===== config.mk =====
export PLATFORM = sky130hd
export DESIGN_NAME = freq_meter
export DESIGN_NICKNAME = d
export VERILOG_FILES = /design/src/rtl/freq_meter_pkg.sv /design/src/rtl/bcd_counter.sv /design/src/rtl/freq_meter.sv
export SDC_FILE = /design/constraint.sdc
export NUM_CORES = 1
export LEC_CHECK = 0
export ABC_AREA = 1
export CAP_MARGIN = 20
export CELL_PAD_IN_SITES_DETAIL_PLACEMENT = 0
export CELL_PAD_IN_SITES_GLOBAL_PLACEMENT = 1
export CORE_MARGIN = 2
export CORE_UTILIZATION = 30
export CTS_BUF_LIST = sky130_fd_sc_hd__clkbuf_8
export CTS_CLUSTER_DIAMETER = 40
export DETAILED_ROUTE_END_ITERATION = 6
export PLACE_DENSITY_LB_ADDON = 0.1
export SYNTH_ARGS = -nofsm -noshare
export SYNTH_HDL_FRONTEND = slang
export SYNTH_SLANG_ARGS = --single-unit

===== constraint.sdc =====
create_clock -name clk_50mhz -period 2 [get_ports clk_50mhz]
set_input_delay 0.3 -clock clk_50mhz [delete_from_list [all_inputs] [get_ports clk_50mhz]]
set_output_delay 0.3 -clock clk_50mhz [all_outputs]
set_load 0.01 [all_outputs]

===== src/rtl/freq_meter_pkg.sv =====
// Shared state encoding and constants for the gated-count frequency meter.
package freq_meter_pkg;

    typedef enum logic [1:0] {
        S_CLEAR = 2'd0,
        S_GATE  = 2'd1,
        S_LATCH = 2'd2
    } state_t;

    localparam int                 DIGIT_W         = 4;
    localparam logic [DIGIT_W-1:0] DIGIT_MAX       = 4'd9;
    localparam int                 SIM_GATE_CYCLES = 50;

endpackage


===== src/rtl/bcd_counter.sv =====
// Cascaded decade counter with synchronous clear and a sticky saturation flag.
// Latency: count/ovf update on the clock edge after clr or inc.
// Backpressure: none; inc is taken every cycle, count holds at all nines.
module bcd_counter
    import freq_meter_pkg::*;
#(
    parameter int DIGITS = 8
) (
    input  logic                      clk_50mhz,
    input  logic                      rst,
    input  logic                      clr,
    input  logic                      inc,
    output logic [DIGIT_W*DIGITS-1:0] count,
    output logic                      ovf
);

    logic [DIGITS:0]           carry;
    logic [DIGIT_W*DIGITS-1:0] count_nxt;

    // carry[DIGITS] set means the increment would roll past all nines
    always_comb begin
        carry     = '0;
        carry[0]  = inc;
        count_nxt = count;
        for (int i = 0; i < DIGITS; i++) begin
            if (carry[i]) begin
                if (count[i*DIGIT_W +: DIGIT_W] == DIGIT_MAX) begin
                    count_nxt[i*DIGIT_W +: DIGIT_W] = '0;
                    carry[i+1] = 1'b1;
                end else begin
                    count_nxt[i*DIGIT_W +: DIGIT_W] = count[i*DIGIT_W +: DIGIT_W] + 1'b1;
                end
            end
        end
    end

    always_ff @(posedge clk_50mhz or negedge rst) begin
        if (!rst) begin
            count <= '0;
            ovf   <= 1'b0;
        end else if (clr) begin
            count <= '0;
            ovf   <= 1'b0;
        end else if (carry[DIGITS]) begin
            ovf   <= 1'b1;
        end else begin
            count <= count_nxt;
        end
    end

endmodule


===== src/rtl/freq_meter.sv =====
// Gated-count frequency meter: counts sig_in rising edges per gate window, reports BCD (FREQ_METER_HOLD_EN adds hold).
// Latency: 3 clocks pin-to-count; result published GATE_CYCLES+2 clocks after each window start.
// Backpressure: none; the meter free-runs and valid is a one-cycle strobe with no ready.
module freq_meter
    import freq_meter_pkg::*;
#(
    parameter int GATE_CYCLES = 50000000,
    parameter int DIGITS      = 8
) (
    input  logic                      clk_50mhz,
    input  logic                      rst,
    input  logic                      sig_in,
`ifdef FREQ_METER_HOLD_EN
    input  logic                      hold,
`endif
    output logic                      gate_o,
    output logic [DIGIT_W*DIGITS-1:0] freq_bcd,
    output logic                      overflow,
    output logic                      valid
);

    localparam int               CNT_W     = $clog2(GATE_CYCLES + 1);
    localparam logic [CNT_W-1:0] GATE_LAST = CNT_W'(GATE_CYCLES - 1);

    logic                      sync1, sync2, sync_dly;
    logic                      edge_pulse;
    state_t                    state;
    logic [CNT_W-1:0]          gate_cnt;
    logic                      publish;
    logic                      bcd_clr, bcd_inc;
    logic [DIGIT_W*DIGITS-1:0] bcd_count;
    logic                      bcd_ovf;

    always_ff @(posedge clk_50mhz or negedge rst) begin
        if (!rst) begin
            sync1    <= 1'b0;
            sync2    <= 1'b0;
            sync_dly <= 1'b0;
        end else begin
            sync1    <= sig_in;
            sync2    <= sync1;
            sync_dly <= sync2;
        end
    end

    assign edge_pulse = sync2 & ~sync_dly;

`ifdef FREQ_METER_HOLD_EN
    assign publish = ~hold;
`else
    assign publish = 1'b1;
`endif

    // Edges outside the gate are dropped rather than carried into the next window
    assign bcd_clr = (state == S_CLEAR);
    assign bcd_inc = edge_pulse & (state == S_GATE);

    bcd_counter #(
        .DIGITS(DIGITS)
    ) u_bcd_counter (
        .clk_50mhz(clk_50mhz),
        .rst      (rst),
        .clr      (bcd_clr),
        .inc      (bcd_inc),
        .count    (bcd_count),
        .ovf      (bcd_ovf)
    );

    always_ff @(posedge clk_50mhz or negedge rst) begin
        if (!rst) begin
            state    <= S_CLEAR;
            gate_cnt <= '0;
            gate_o   <= 1'b0;
            freq_bcd <= '0;
            overflow <= 1'b0;
            valid    <= 1'b0;
        end else begin
            valid <= 1'b0;
            case (state)
                S_CLEAR: begin
                    gate_cnt <= '0;
                    gate_o   <= 1'b1;
                    state    <= S_GATE;
                end
                S_GATE: begin
                    if (gate_cnt == GATE_LAST) begin
                        gate_o <= 1'b0;
                        state  <= S_LATCH;
                    end else begin
                        gate_cnt <= gate_cnt + 1'b1;
                    end
                end
                S_LATCH: begin
                    if (publish) begin
                        freq_bcd <= bcd_count;
                        overflow <= bcd_ovf;
                        valid    <= 1'b1;
                    end
                    state <= S_CLEAR;
                end
                default: begin
                    gate_o <= 1'b0;
                    state  <= S_CLEAR;
                end
            endcase
        end
    end

endmodule


==> results of run 1 <==
[layer usage]
| layer | global-route usage (%) | share of wire (%) | vias to the layer above |
|---|---|---|---|
| met5 | 0 | 0 | - |
| met4 | 4.109 | 1.0 | 0 |
| met3 | 2.965 | 3.3 | 7 |
| met2 | 25.16 | 47 | 60 |
| met1 | 21.44 | 49 | 2100 |
| li1 | - | - | 2231 |
[layout by cell type, fill, tap and decap left out, types with 2 or more instances in the layout]
master           synthesis  final
ha_2                     0      2
a21oi_1                  2      2
buf_4                    1     40
nor3_1                  26     26
nand4_1                  7      7
xnor2_1                 10     10
nor4_1                   2      2
nand2_4                  0      2
nand2_2                  0      6
o22ai_1                  5      5
nand3_1                 74     73
o21ai_0                 42     40
buf_12                   0      2
nand3_2                  1      2
clkinv_2                 0      3
nor2_4                   2      4
dfrtp_1                 99     99
nand3b_1                 2      2
xor2_1                  14     14
inv_2                    0      4
nor2_2                   1      2
ha_1                    17     14
clkbuf_8                 0      9
nand2_1                204    196
inv_1                   64     60
clkdlybuf4s50_1          0     36
bufinv_16                0      2
o21ai_1                  1      3
nand4_4                  2      3
nor2_1                  40     37
[cell families after synthesis]
logic type	count (synthesis)	share of synthesized area [%]
compound gates	56	5.879
xor+xnor	24	4.082
fa+ha+maj	17	4.130
buf+inv	81	6.317
flops	99	48.11
simple gates	366	31.49
[cell usage after synthesis, types with 2 or more instances]
library cell and n:
buf_6 2, clkbuf_1 10, o31ai_1 2, nand4_4 2
nor3_1 26, dfrtp_1 99, nand3_1 74, o21ai_0 42
nand4_1 7, inv_1 64, nor2_4 2, ha_1 17
nor4_1 2, o22ai_1 5, a21oi_1 2, nand3b_1 2
xor2_1 14, xnor2_1 10, nor2_1 40, nand2_1 204
[through the flow]
step                TNS [ps]  hold WS, ps
floorplan                  0        4.409
global placement      -300.1        109.5
detailed placement    -189.1        111.0
CTS                        0        237.0
global route          -1.249        233.4
finish                     0        263.4
[worst max-delay path by stage]
| stage | slack (ps) | endpoint |
|---|---|---|
| finish | 120 | u_bcd_counter.count[6] |
| global placement | -100 | gate_cnt[23] |
| CTS | 20 | gate_cnt[21] |
| global route | -1 | gate_cnt[25] |
| detailed placement | -70 | gate_cnt[23] |
| floorplan | 230 | u_bcd_counter.count[19] |
[timing repair]
item,CTS,global route
setup endpoints to repair,8,52
hold buffers,1,0
resized for setup,3,26
endpoints found under the hold margin,70,0
setup buffers,0,3
pin swaps,0,5
[final cells by class]
class	count	area, sq um	area share (%)
clock buffer	9	123.9	1.946
clock inverter	7	91.34	1.435
inverter	65	244.0	3.833
multi-input combinational	463	2431	38.20
sequential	99	2477	38.92
tap	220	275.3	4.325
timing repair buffer	80	721.9	11.34
[power groups by stage]
stage	registers (mW)	clock network (mW)	logic, mW
2_1_floorplan	2.13	0	0.131
3_3_place_gp	2.13	0	0.237
3_5_place_dp	2.13	0	0.242
4_1_cts	2.09	1.51	0.246
5_1_grt	2.10	1.61	0.305
6_report	2.09	1.45	0.264
[sequential cells by signal, summed over array words and instances (netlist names), 2 cells and up]
signal	cells
freq_bcd	32
gate_cnt	26
state	2
u_bcd_counter.count	32
[worst max-delay path, cell delays in order (launching register included)]
cell	delay [ps]
dfrtp_1	430
inv_2	90
ha_4	120
nand2_2	60
nor2_4	150
nand4_4	160
nor3_4	280
nand4_4	120
buf_12	190
nand2_2	90
nand2_1	60
nand2_1	60
==> results.md, run 1 <==
- Fillers: 1751
- Worst R2R End: u_bcd_counter.count[6]
- Clk slew on worst S/H paths: around 100 ps
- FP Rows: 47
- Worst EP arrival: between 2000 and 2500 ps
- Crit path max fanout: 26
- #FFs+latches synth: between 90 and 100
- Number of synthesized flops with an enable pin: 0
- Die height: 135.0 microns
- Total GRT Usage: between 15 and 20%
- Synth Warn #: 0
- Synthesized area: between 5000 and 6000 sq um
- Io pins: 38
- Final Max Tran Viols: 0
- Number of routed nets with antenna violations: 0
- Placed Cells: ~900
- DR DRC count: 0
- Cell Pwr Density: 597.6 nW/um^2
- Status: finished clean
- Seq/Total Area, Yosys: 48.10%
- Vias in the first global route: roughly 4300
- Reg2reg path depth: 11
- Largest net degree at the start of global routing: between 40 and 50
- Yosys cell types: 37
- Wirelength per Cell: approximately 14 microns
- Sequential share of power: a little under three fifths
- Cell Area, Placed: around 6000 sq um
- Port Buffers: 37
- Post-layout min period: approximately 1900 ps
- Max_cap viols: 0
- Inserted Diodes: 0
- Fmax achieved: 531.7 MHz
- DIE AREA: approximately 18000 sq um
- Post-layout instance count excluding filler cells: about 940
- Clock sink count: 99
- CTS root buffer: clkbuf_8
- Core Box Area: between 15000 and 20000 sq um
- Avg Cell Area, Syn: between 8 and 9 sq um
- Tot Pwr: about 3.8 mW
- Actual slew at the worst max-slew pin: between 400 and 500 ps
- Combinational Power Share: a little under 7%
- Pre-CTS setup slack: -65.29 ps
- TritonCTS clock tree: built
- Placer Congestion: a little over 0.8
- Part of the cycle the worst path needs: between 90% and 100%
- P_sw: around 0.94 mW
- R2R Setup Slk: roughly 120 ps
- Clock share of power: 38.1%
- Initial antenna violation count: 0
- Setup crit start kind: flop
- Max transition margin: between 60 and 70%
- Switching Fraction: around 25%
- Int Pwr: 2.864 mW
- Area leader, netlist: dfrtp_1
- Req. time, crit path: approximately 2300 ps
- Worst Hold Class: in -> async
- Share of synthesized registers carrying an async set or reset: 100.0%
- Worst R2R Start: u_bcd_counter.count[9]
- DR iter-0 viols: 259
- Final Net Count: between 700 and 800
- Final worst slack: roughly 120 ps
- Final core utilization: about two fifths
- Final Hold Viols: 0
- Dominant cells by area after synthesis: dfrtp_1, nand2_1, nand3_1, inv_1, ha_1
- Max VDD drop: between 0.0002 and 0.0003 V
- CP Class: reg -> reg
- Clk_skew: ~12 ps
- Lkg Pwr: roughly 3.1 nW
- Design area: between 6000 and 7000 sq um
- Dpl hpwl: ~9.7 mm
- Die X: 135.0 microns
- # H-tree levels: 3
- Critical path endpoint category: flop
- First-pass GRT wire length: roughly 22 mm
- Buffer depth of the longest clock path: 2
- Primary FF master, synth: dfrtp_1
- Synth Instances: between 600 and 700
- GRT overflow: 0
- Setup violators final: 0
- Area Overhead vs Synth: 23.59%
- Share of layout cells above drive strength 1: about an eighth
- Synth top area share: about half
- Total Routed Length: roughly 13 mm
- Via density: around 4.7
- First-pass DRT Iterations: 4
- Initial core utilization: between 30% and 40%
- Setup crit start: u_bcd_counter.count[9]
- Mapped Nets: 663
- Worst skew pair latency: 370 ps
- DR vias: about 4400
- CTS Buf Count: 9
Note: power is estimated with default switching activity, not from simulation.
==> run 2, diff against run 1 <==
--- a/config.mk
+++ b/config.mk
@@ -9,7 +9,7 @@
 export CAP_MARGIN = 20
 export CELL_PAD_IN_SITES_DETAIL_PLACEMENT = 0
 export CELL_PAD_IN_SITES_GLOBAL_PLACEMENT = 1
-export CORE_MARGIN = 2
+export CORE_MARGIN = 1.5
 export CORE_UTILIZATION = 30
 export CTS_BUF_LIST = sky130_fd_sc_hd__clkbuf_8
 export CTS_CLUSTER_DIAMETER = 40
==> results.md, run 2 (same netlist as run 1, synthesis figures left out) <==
- Worst R2R End: u_bcd_counter.count[6]
- Post-layout min period: around 2000 ps
- Worst EP arrival: 2270 ps
- Initial core utilization: 30.84%
- Via density: 4.655
- Area Overhead vs Synth: 27.58%
- DIE AREA: about 18000 sq um
- Clk_skew: 13.63 ps
- RSZ-0062 raised after global routing: true
- Lkg Pwr: about 3.2 nW
- Most common cell after layout, fill and taps aside: nand2_1
- Total Routed Length: 13.52 mm
- WP depth: 11
- Setup violators final: 0
- Core Box Area: around 17000 sq um
- Die height: approximately 130 microns
- Dpl hpwl: 9.549 mm
- Worst Hold Class: in -> reg
- Cell Pwr Density: ~590 nW/um^2
- Total GRT Usage: 15.68%
- Req. time, crit path: 2320 ps
- Clk slew on worst S/H paths: about 100 ps
- CTS root buffer: clkbuf_8
- FP Rows: 47
- Family with the most delay on the worst path: simple AND/OR/NAND/NOR gates
- Worst skew pair latency: about 380 ps
- GRT overflow: 0
- Reg2reg path depth: 11
- Max_cap viols: 0
- TNS Setup: 0 ps
- Setup crit start: u_bcd_counter.count[1]
- Worst Path Buf+Inv: 2
- Number of routed nets with antenna violations: 0
- Final Hold Viols: 0
- Final Net Count: about 750
- Initial antenna violation count: 0
- CP max-delay cell: dfrtp_1
- Crit path max fanout: 7
- Fmax achieved: ~510 MHz
- Placer Congestion: slightly below 0.9
- Clock sink count: between 90 and 100
- CP Cell Sequence: inv_2, ha_4, nand2_4, nor2_4, nand4_4, nor3_4, nand4_4, buf_12, nand2_4, nand2_1, nand2_1
- Setup crit start kind: flop
- Share of layout cells above drive strength 1: between 10% and 20%
- Buffer depth of the longest clock path: 2
- Max transition margin: a little under three fifths
- # H-tree levels: 3
- Inserted Diodes: 0
- R2R Setup Slk: between 40 and 50 ps
- Final Max Tran Viols: 0
- Die X: about 130 microns
- Status: finished clean
- Cell Area, Placed: 6042 sq um
- Port Buffers: 37
- CTS Buf Count: 9
- Part of the cycle the worst path needs: between 90% and 100%
- DR DRC count: 0
- Design area: roughly 6600 sq um
- First-pass DRT Iterations: 4
- Most frequent cells in the layout: nand2_1, dfrtp_1, nand3_1
- Critical Path End: u_bcd_counter.count[6]
- Vias in the first global route: ~4300
- Actual slew at the worst max-slew pin: approximately 670 ps
- Largest net degree at the start of global routing: between 50 and 60
- Max VDD drop: ~0.00027 V
- CP Class: reg -> reg
- Io pins: 38
- Critical path endpoint category: flop
- Leading registers by flop count: freq_bcd (32), u_bcd_counter.count (32), gate_cnt (26)
- Tot Pwr: 3.882 mW
- TritonCTS clock tree: built
- Wirelength per Cell: between 10 and 15 microns
- First-pass GRT wire length: between 20 and 25 mm
- Worst R2R Start: u_bcd_counter.count[1]
- Worst path max stage delay: between 400 and 500 ps
- DR vias: 4427
- DR iter-0 viols: ~230
[run 2: changes by cell type in the layout (fill, tap and decap cells not counted), moves of 2 or more]
cell	change
nand2_2	+2
nand3_2	+4
nand2_4	+3
nand3_1	-4
buf_4	+5
nand2_8	+2
clkbuf_16	+2
nand2_1	-7
[run 2: how the worst min path moves through the flow]
stage                      start           end  cells after the start
after detailed placement     rst  freq_bcd[17]                      1
after global placement       rst  freq_bcd[17]                      1
after floorplan              rst   freq_bcd[0]                      0
final                     sig_in         sync1                      1
after global routing      sig_in         sync1                      1
after CTS                 sig_in         sync1                      1
[run 2: repair_timing]
item                       4_1_cts  5_1_grt
hold endpoints to repair        26        0
hold buffers                     1        0
setup buffers                    0        9
resized for setup                0       45
setup endpoints to repair        0       44
[run 2: layout make-up]
type / count / area, sq um
Inverter: 65 / 244.0
Fill cell: 1753 / 10130
Clock buffer: 10 / 137.6
Timing Repair Buffer: 88 / 829.5
Tap cell: 220 / 275.3
Multi-Input combinational cell: 463 / 2519
Clock inverter: 6 / 87.58
Sequential cell: 99 / 2477
[run 2: worst register-to-register path, stage by stage (launching register included)]
cell	delay [ps]
dfrtp_1	430
inv_2	90
ha_4	130
nand2_4	50
nor2_4	150
nand4_4	150
nor3_4	280
nand4_4	200
buf_12	210
nand2_4	80
nand2_1	50
nand2_1	70
[run 2: metrics by stage]
stage / instances / setup slack [ps] / util (%) / hold WS (ps)
2_1_floorplan: 643 / 230.5 / - / 4.409
3_3_place_gp: 923 / 127.6 / 36.18 / 252.5
3_5_place_dp: 923 / 93.69 / 36.18 / 251.3
4_1_cts: 940 / 64.78 / 37.59 / 330.7
5_1_grt: 951 / -66.74 / 39.34 / 342.6
6_report: 951 / 44.81 / 39.34 / 354.0
[run 2: power by group]
part | leakage, nW | switching [mW] | internal [mW] | total, mW
clock network | 0.117 | 0.748 | 0.742 | 1.49
registers | 1.35 | 0.0633 | 2.04 | 2.11
logic | 1.74 | 0.156 | 0.129 | 0.285
total | 3.20 | 0.967 | 2.92 | 3.88
[run 2: metal layers]
metal  vias up  global-route usage, %  routed length, microns
met3        14                  2.343                     394
li1       2248                      -                       -
met1      2094                  21.28                    6572
met4         0                  5.197                     197
met2        71                  25.72                    6353
met5         -                      0                       0
